### src/rtl/dtw_multicore_sched.sv
// Scheduler for a dtw_core array: dispatches host query/reference starts and merges
// the cores' result packets into one sink. Optional counters under DTW_SCHED_STATS_EN.
module dtw_multicore_sched #(
  parameter int NUM_CORES = 4,
  parameter int PKT_WORDS = 3,
  parameter int CW        = 2
) (
  input  logic                     i_clk,
  input  logic                     i_rst,
  input  logic                     i_start,
  input  logic                     i_op_mode,
  output logic                     o_start_ready,
  output logic                     o_all_idle,
  output logic [NUM_CORES-1:0]     o_core_start,
  output logic                     o_core_op_mode,
  input  logic [NUM_CORES-1:0]     i_core_running,
  input  logic [NUM_CORES-1:0]     i_core_wren,
  input  logic [32*NUM_CORES-1:0]  i_core_data,
  output logic [NUM_CORES-1:0]     o_core_full,
  output logic                     o_sink_wren,
  output logic [31:0]              o_sink_data,
  input  logic                     i_sink_full,
  output logic [CW-1:0]            o_grant_id
`ifdef DTW_SCHED_STATS_EN
  ,
  output logic [31:0]              o_stat_queries,
  output logic [31:0]              o_stat_packets
`endif
);

  localparam int WCW = (PKT_WORDS > 1) ? $clog2(PKT_WORDS) : 1;

  typedef enum logic {ARB_IDLE, ARB_XFER} arb_t;

  arb_t                 r_state, w_state_nxt;
  logic [NUM_CORES-1:0] r_pending, r_core_start;
  logic                 r_core_op_mode;
  logic [CW-1:0]        r_rr, r_grant;
  logic [WCW-1:0]       r_word_cnt;
  logic                 r_sink_wren;
  logic [31:0]          r_sink_data;

  logic [NUM_CORES-1:0] w_busy, w_query_sel, w_dispatch;
  logic [CW-1:0]        w_pick, w_idx;
  logic                 w_accept, w_word_acc, w_pkt_done;

  // pending bridges the gap between a start pulse and the core raising running
  assign w_busy        = i_core_running | r_pending;
  assign o_start_ready = i_op_mode ? (~|w_busy && r_state == ARB_IDLE) : ~&w_busy;
  assign w_accept      = i_start & o_start_ready;
  assign w_dispatch    = !w_accept ? '0 : (i_op_mode ? '1 : w_query_sel);

  always_comb begin
    w_query_sel = '0;
    for (int i = NUM_CORES-1; i >= 0; i--) begin
      if (!w_busy[i]) begin
        w_query_sel    = '0;
        w_query_sel[i] = 1'b1;
      end
    end
  end

  // scan downward from the pointer so the last hit is the first requester at/after it
  always_comb begin
    w_pick = r_rr;
    w_idx  = '0;
    for (int k = NUM_CORES-1; k >= 0; k--) begin
      w_idx = (int'(r_rr) + k >= NUM_CORES) ? CW'(int'(r_rr) + k - NUM_CORES)
                                            : CW'(int'(r_rr) + k);
      if (i_core_wren[w_idx]) w_pick = w_idx;
    end
  end

  always_comb begin
    o_core_full = '1;
    if (!i_rst && r_state == ARB_XFER) begin
      for (int i = 0; i < NUM_CORES; i++)
        o_core_full[i] = (CW'(i) != r_grant) | i_sink_full;
    end
  end

  assign w_word_acc = (r_state == ARB_XFER) & i_core_wren[r_grant] & ~i_sink_full;
  assign w_pkt_done = w_word_acc & (r_word_cnt == WCW'(PKT_WORDS-1));

  always_ff @(posedge i_clk) begin
    if (i_rst) r_state <= ARB_IDLE;
    else       r_state <= w_state_nxt;
  end

  always_comb begin
    w_state_nxt = r_state;
    case (r_state)
      ARB_IDLE: if (|i_core_wren) w_state_nxt = ARB_XFER;
      ARB_XFER: if (w_pkt_done)   w_state_nxt = ARB_IDLE;
      default:                    w_state_nxt = ARB_IDLE;
    endcase
  end

  always_ff @(posedge i_clk) begin
    if (i_rst) begin
      r_core_start   <= '0;
      r_core_op_mode <= 1'b0;
      r_pending      <= '0;
      r_rr           <= '0;
      r_grant        <= '0;
      r_word_cnt     <= '0;
      r_sink_wren    <= 1'b0;
      r_sink_data    <= '0;
    end else begin
      r_core_start <= w_dispatch;
      if (w_accept) r_core_op_mode <= i_op_mode;
      r_pending   <= (r_pending & ~i_core_running) | w_dispatch;
      if (r_state == ARB_IDLE && |i_core_wren) r_grant <= w_pick;
      r_sink_wren <= w_word_acc;
      if (w_word_acc) begin
        r_sink_data <= i_core_data[int'(r_grant)*32 +: 32];
        r_word_cnt  <= w_pkt_done ? '0 : r_word_cnt + 1'b1;
      end
      if (w_pkt_done)
        r_rr <= (r_grant == CW'(NUM_CORES-1)) ? '0 : r_grant + 1'b1;
    end
  end

  assign o_core_start   = r_core_start;
  assign o_core_op_mode = r_core_op_mode;
  assign o_sink_wren    = r_sink_wren;
  assign o_sink_data    = r_sink_data;
  assign o_grant_id     = r_grant;
  assign o_all_idle     = ~|w_busy & (r_state == ARB_IDLE) & ~r_sink_wren;

`ifdef DTW_SCHED_STATS_EN
  logic [31:0] r_stat_q, r_stat_p;

  always_ff @(posedge i_clk) begin
    if (i_rst) begin
      r_stat_q <= '0;
      r_stat_p <= '0;
    end else begin
      if (w_accept && !i_op_mode) r_stat_q <= r_stat_q + 32'd1;
      if (w_pkt_done)             r_stat_p <= r_stat_p + 32'd1;
    end
  end

  assign o_stat_queries = r_stat_q;
  assign o_stat_packets = r_stat_p;
`endif

endmodule

### config.mk
export PLATFORM = sky130hd
export DESIGN_NAME = dtw_multicore_sched
export DESIGN_NICKNAME = d
export VERILOG_FILES = /design/src/rtl/dtw_multicore_sched.sv
export SDC_FILE = /design/constraint.sdc
export NUM_CORES = 1
export LEC_CHECK = 0
export ABC_AREA = 1
export BUFFER_PORTS_ARGS = -buffer_cell sky130_fd_sc_hd__buf_2
export CORE_MARGIN = 2
export CORE_UTILIZATION = 35
export DETAILED_ROUTE_END_ITERATION = 10
export GPL_TIMING_DRIVEN = 0
export PLACE_DENSITY = 0.68
export SLEW_MARGIN = 20
export SYNTH_ARGS = -nofsm -noshare
export SYNTH_HDL_FRONTEND = slang
export SYNTH_SLANG_ARGS = --single-unit
### constraint.sdc
create_clock -name i_clk -period 1.7 [get_ports i_clk]
set_input_delay 0 -clock i_clk [delete_from_list [all_inputs] [get_ports i_clk]]
set_output_delay 0 -clock i_clk [all_outputs]
set_load 0.01 [all_outputs]
==> flow_metrics.env <==
export IMPL_nFillCells=836
export IMPL_grt_max_degree=16
export IMPL_cts_made_buffers=5
export IMPL_powerDensity_nw_per_um2=746
export IMPL_ios=187
export IMPL_cpPeakStageDelay_ns=0.43
export IMPL_synth_yosys_seq_area_share_pct=33.4
export IMPL_vias_per_cell=4.98
export IMPL_final_cells=787
export IMPL_ant_nets=0
export IMPL_grt_use_met2_pct=40.7
export IMPL_synthDistinctLibCells=23
export IMPL_syn_num_nets=623
export IMPL_die_area_um2=9140
export IMPL_crit_top_cell="buf_2"
export IMPL_avgSynthCellArea_um2=6.16
export IMPL_synthCells=477
export IMPL_critPathKind="reg -> out"
export IMPL_first_pass_iters=5
export IMPL_internal_power_mw=2.19
export IMPL_cts_root_buf="clkbuf_8"
export IMPL_vdd_drop_max_uv=327
export IMPL_grtUsageMet1_pct=28.2
export IMPL_die_h_um=95.6
export IMPL_pwr_share_seq_pct=39.9
export IMPL_dp_cells=767
export IMPL_power_net_switching_mw=0.990
export IMPL_crit_required_ns=1.70
export IMPL_h_tree_depth=2
export IMPL_final_cell_mix="buf_2 (195), nor2_1 (145), o21ai_0 (87), dfxtp_1 (47), nand2_1 (46)"
export IMPL_clk_pin_slew_ns=0.10
export IMPL_cts_tree="done"
export IMPL_report_final_slew_viol_count=0
export IMPL_wl_per_cell_um=13.9
export IMPL_maxCapViolations=0
export IMPL_clk_latency_ns=0.31
export IMPL_max_freq_mhz=633
export IMPL_routed_wl_um=10900
export IMPL_fin_skew_ns=0.0108
export IMPL_vias=3921
export IMPL_remaining_drc_errors=0
export IMPL_design_core_area_um2=8180
export IMPL_rsz0062_at_grt="no"
export IMPL_dp_hpwl_um=8580
export IMPL_startpoint_type="flip-flop"
export IMPL_numPortBuffers=185
export IMPL_swShare_pct=31.1
export IMPL_synth_cell_area_um2=2940
export IMPL_nets=827
export IMPL_leakagePower_nw=2.16
export IMPL_cts_sinks=49
export IMPL_slew_headroom_pct=67.0
export IMPL_grt_usage_pct=23.5
export IMPL_finalCritPeriodShare_pct=93.0
export IMPL_fp_dieW_um=95.6
export IMPL_pwr_share_clk_pct=31.6
export IMPL_final_common_cell="buf_2"
export IMPL_start_util_pct=35.9
export IMPL_ys_ff_latch=49
export IMPL_antenna_found_initial=0
export IMPL_hold_viol_final=0
export IMPL_period_needed_ns=1.58
export IMPL_grt_util_met3_pct=5.77
export IMPL_tightest_slew_ns=0.494
export IMPL_ff2ff_setup_slack_ns=0.13
export IMPL_hold_slack_ns=0.00713
export IMPL_worst_path_buf_inv=4
export IMPL_gr_total_overflow=0
export IMPL_crit_fanout=11
export IMPL_gp_congestion=0.888
export IMPL_hold_class="in -> reg"
export IMPL_grt_busiest_layer="met2"
export IMPL_rows=33
export IMPL_cts_buffer_depth=2
export IMPL_synth_warnings=0
export IMPL_path_delay_family="buffers and inverters"
export IMPL_crit_slowest_cell="dfxtp_2"
export IMPL_end_kind="output port"
export IMPL_grt_pass1_wl_um=16900
export IMPL_status="complete, no violations"
export IMPL_diodes=0
export IMPL_crit_arrival_ns=1.58
export IMPL_area_delta_synth_final_pct=45.2
export IMPL_first_global_vias=3680
export IMPL_p_comb_share_pct=28.5
export IMPL_drive_gt1_share_pct=32.4
export IMPL_drtIter0Drc=123
export IMPL_path_cells="inv_2 -> buf_2 -> buf_4 -> ha_1 -> nand2_1 -> buf_2"
export IMPL_finalSetupViolCount=0
-- power by group through the flow --
stage               Combinational (mW)  Clock (mW)  Sequential [mW]
floorplan                        0.471           0             1.32
global placement                 0.860           0             1.29
detailed placement               0.875           0             1.29
CTS                              0.903        1.02             1.27
global route                      1.03        1.05             1.28
finish                           0.908        1.01             1.27
-- layer usage --
layer	part of all wire [%]	wire [um]
met5	0	0
met4	2.6	289
met1	41	4530
met2	48	5250
met3	7.9	867
-- flip-flops by register name, summed over array words and instances (netlist names), 2 cells and up --
register and count:
r_pending 4, o_sink_data 32, r_word_cnt 2, r_rr 2, o_core_start 4, o_grant_id 2
-- logic make-up after synthesis --
| logic type | share of synthesized area, % |
|---|---|
| adder cells (fa/ha/maj) | 2.13 |
| AO/OA/AOI/OAI | 27.8 |
| flip-flops | 33.4 |
| AND/OR/NAND/NOR | 28.2 |
| buffers and inverters | 8.56 |
-- repair_timing --
| action | 4_1_cts | 5_1_grt |
|---|---|---|
| hold buffers | 10 | 0 |
| setup buffers | 2 | 0 |
| gates resized for setup | 5 | 9 |
| pin swaps | 1 | 0 |
| setup endpoints to repair | 18 | 21 |
| endpoints found under the hold margin | 10 | 0 |
-- cell usage after synthesis (all sizes together) --
cell	n	share of area, %
nor2	145	19
o21ai	110	19
dfxtp	49	33
nand2	47	6.1
a31oi	32	6.8
inv	25	3.2
buf	19	3.4
nand3	16	2.7
clkbuf	15	1.9
a21oi	8	1.5
ha	5	2.1
nor3	2	0.34
nand3b	1	0.26
o211a	1	0.34
o211ai	1	0.26
or2	1	0.21
-- tightest hold or removal path, delay by kind of cell --
kind	cells	cell delay, ns
buf+inv	1	0.08
compound gates	2	0.20
-- worst paths after layout --
path                     from              end  cells after the start
max             o_grant_id[0]   o_core_full[0]                      6
min          i_core_data[112]  o_sink_data[16]                      3
max reg2reg     o_grant_id[1]  o_sink_data[21]                      8
min reg2reg    o_core_op_mode   o_core_op_mode                      2
-- cell type report --
class,count,area (um2),area share (%)
multi-input cells,369,1710,40.0
repair buffers,197,1040,24.4
flip-flops and latches,49,983,23.0
plain buffers,34,175,4.11
well taps,105,131,3.08
inverters,25,96.3,2.26
clock buffers,5,68.8,1.61
clock inverters,3,65.1,1.52
-- through the flow --
| step | utilization [%] | instance area, um2 | total power, mW | TNS, ns | setup WS [ns] |
|---|---|---|---|---|---|
| 2_1_floorplan | - | 2940 | 1.79 | 0 | 0.198 |
| 3_3_place_gp | 48.9 | 4000 | 2.15 | -0.398 | -0.109 |
| 3_5_place_dp | 48.9 | 4000 | 2.17 | -0.756 | -0.157 |
| 4_1_cts | 52.0 | 4250 | 3.20 | 0 | 0.0178 |
| 5_1_grt | 52.2 | 4270 | 3.36 | 0 | 0.0143 |
| 6_report | 52.2 | 4270 | 3.18 | 0 | 0.119 |
(Power assumes the default switching activity.)
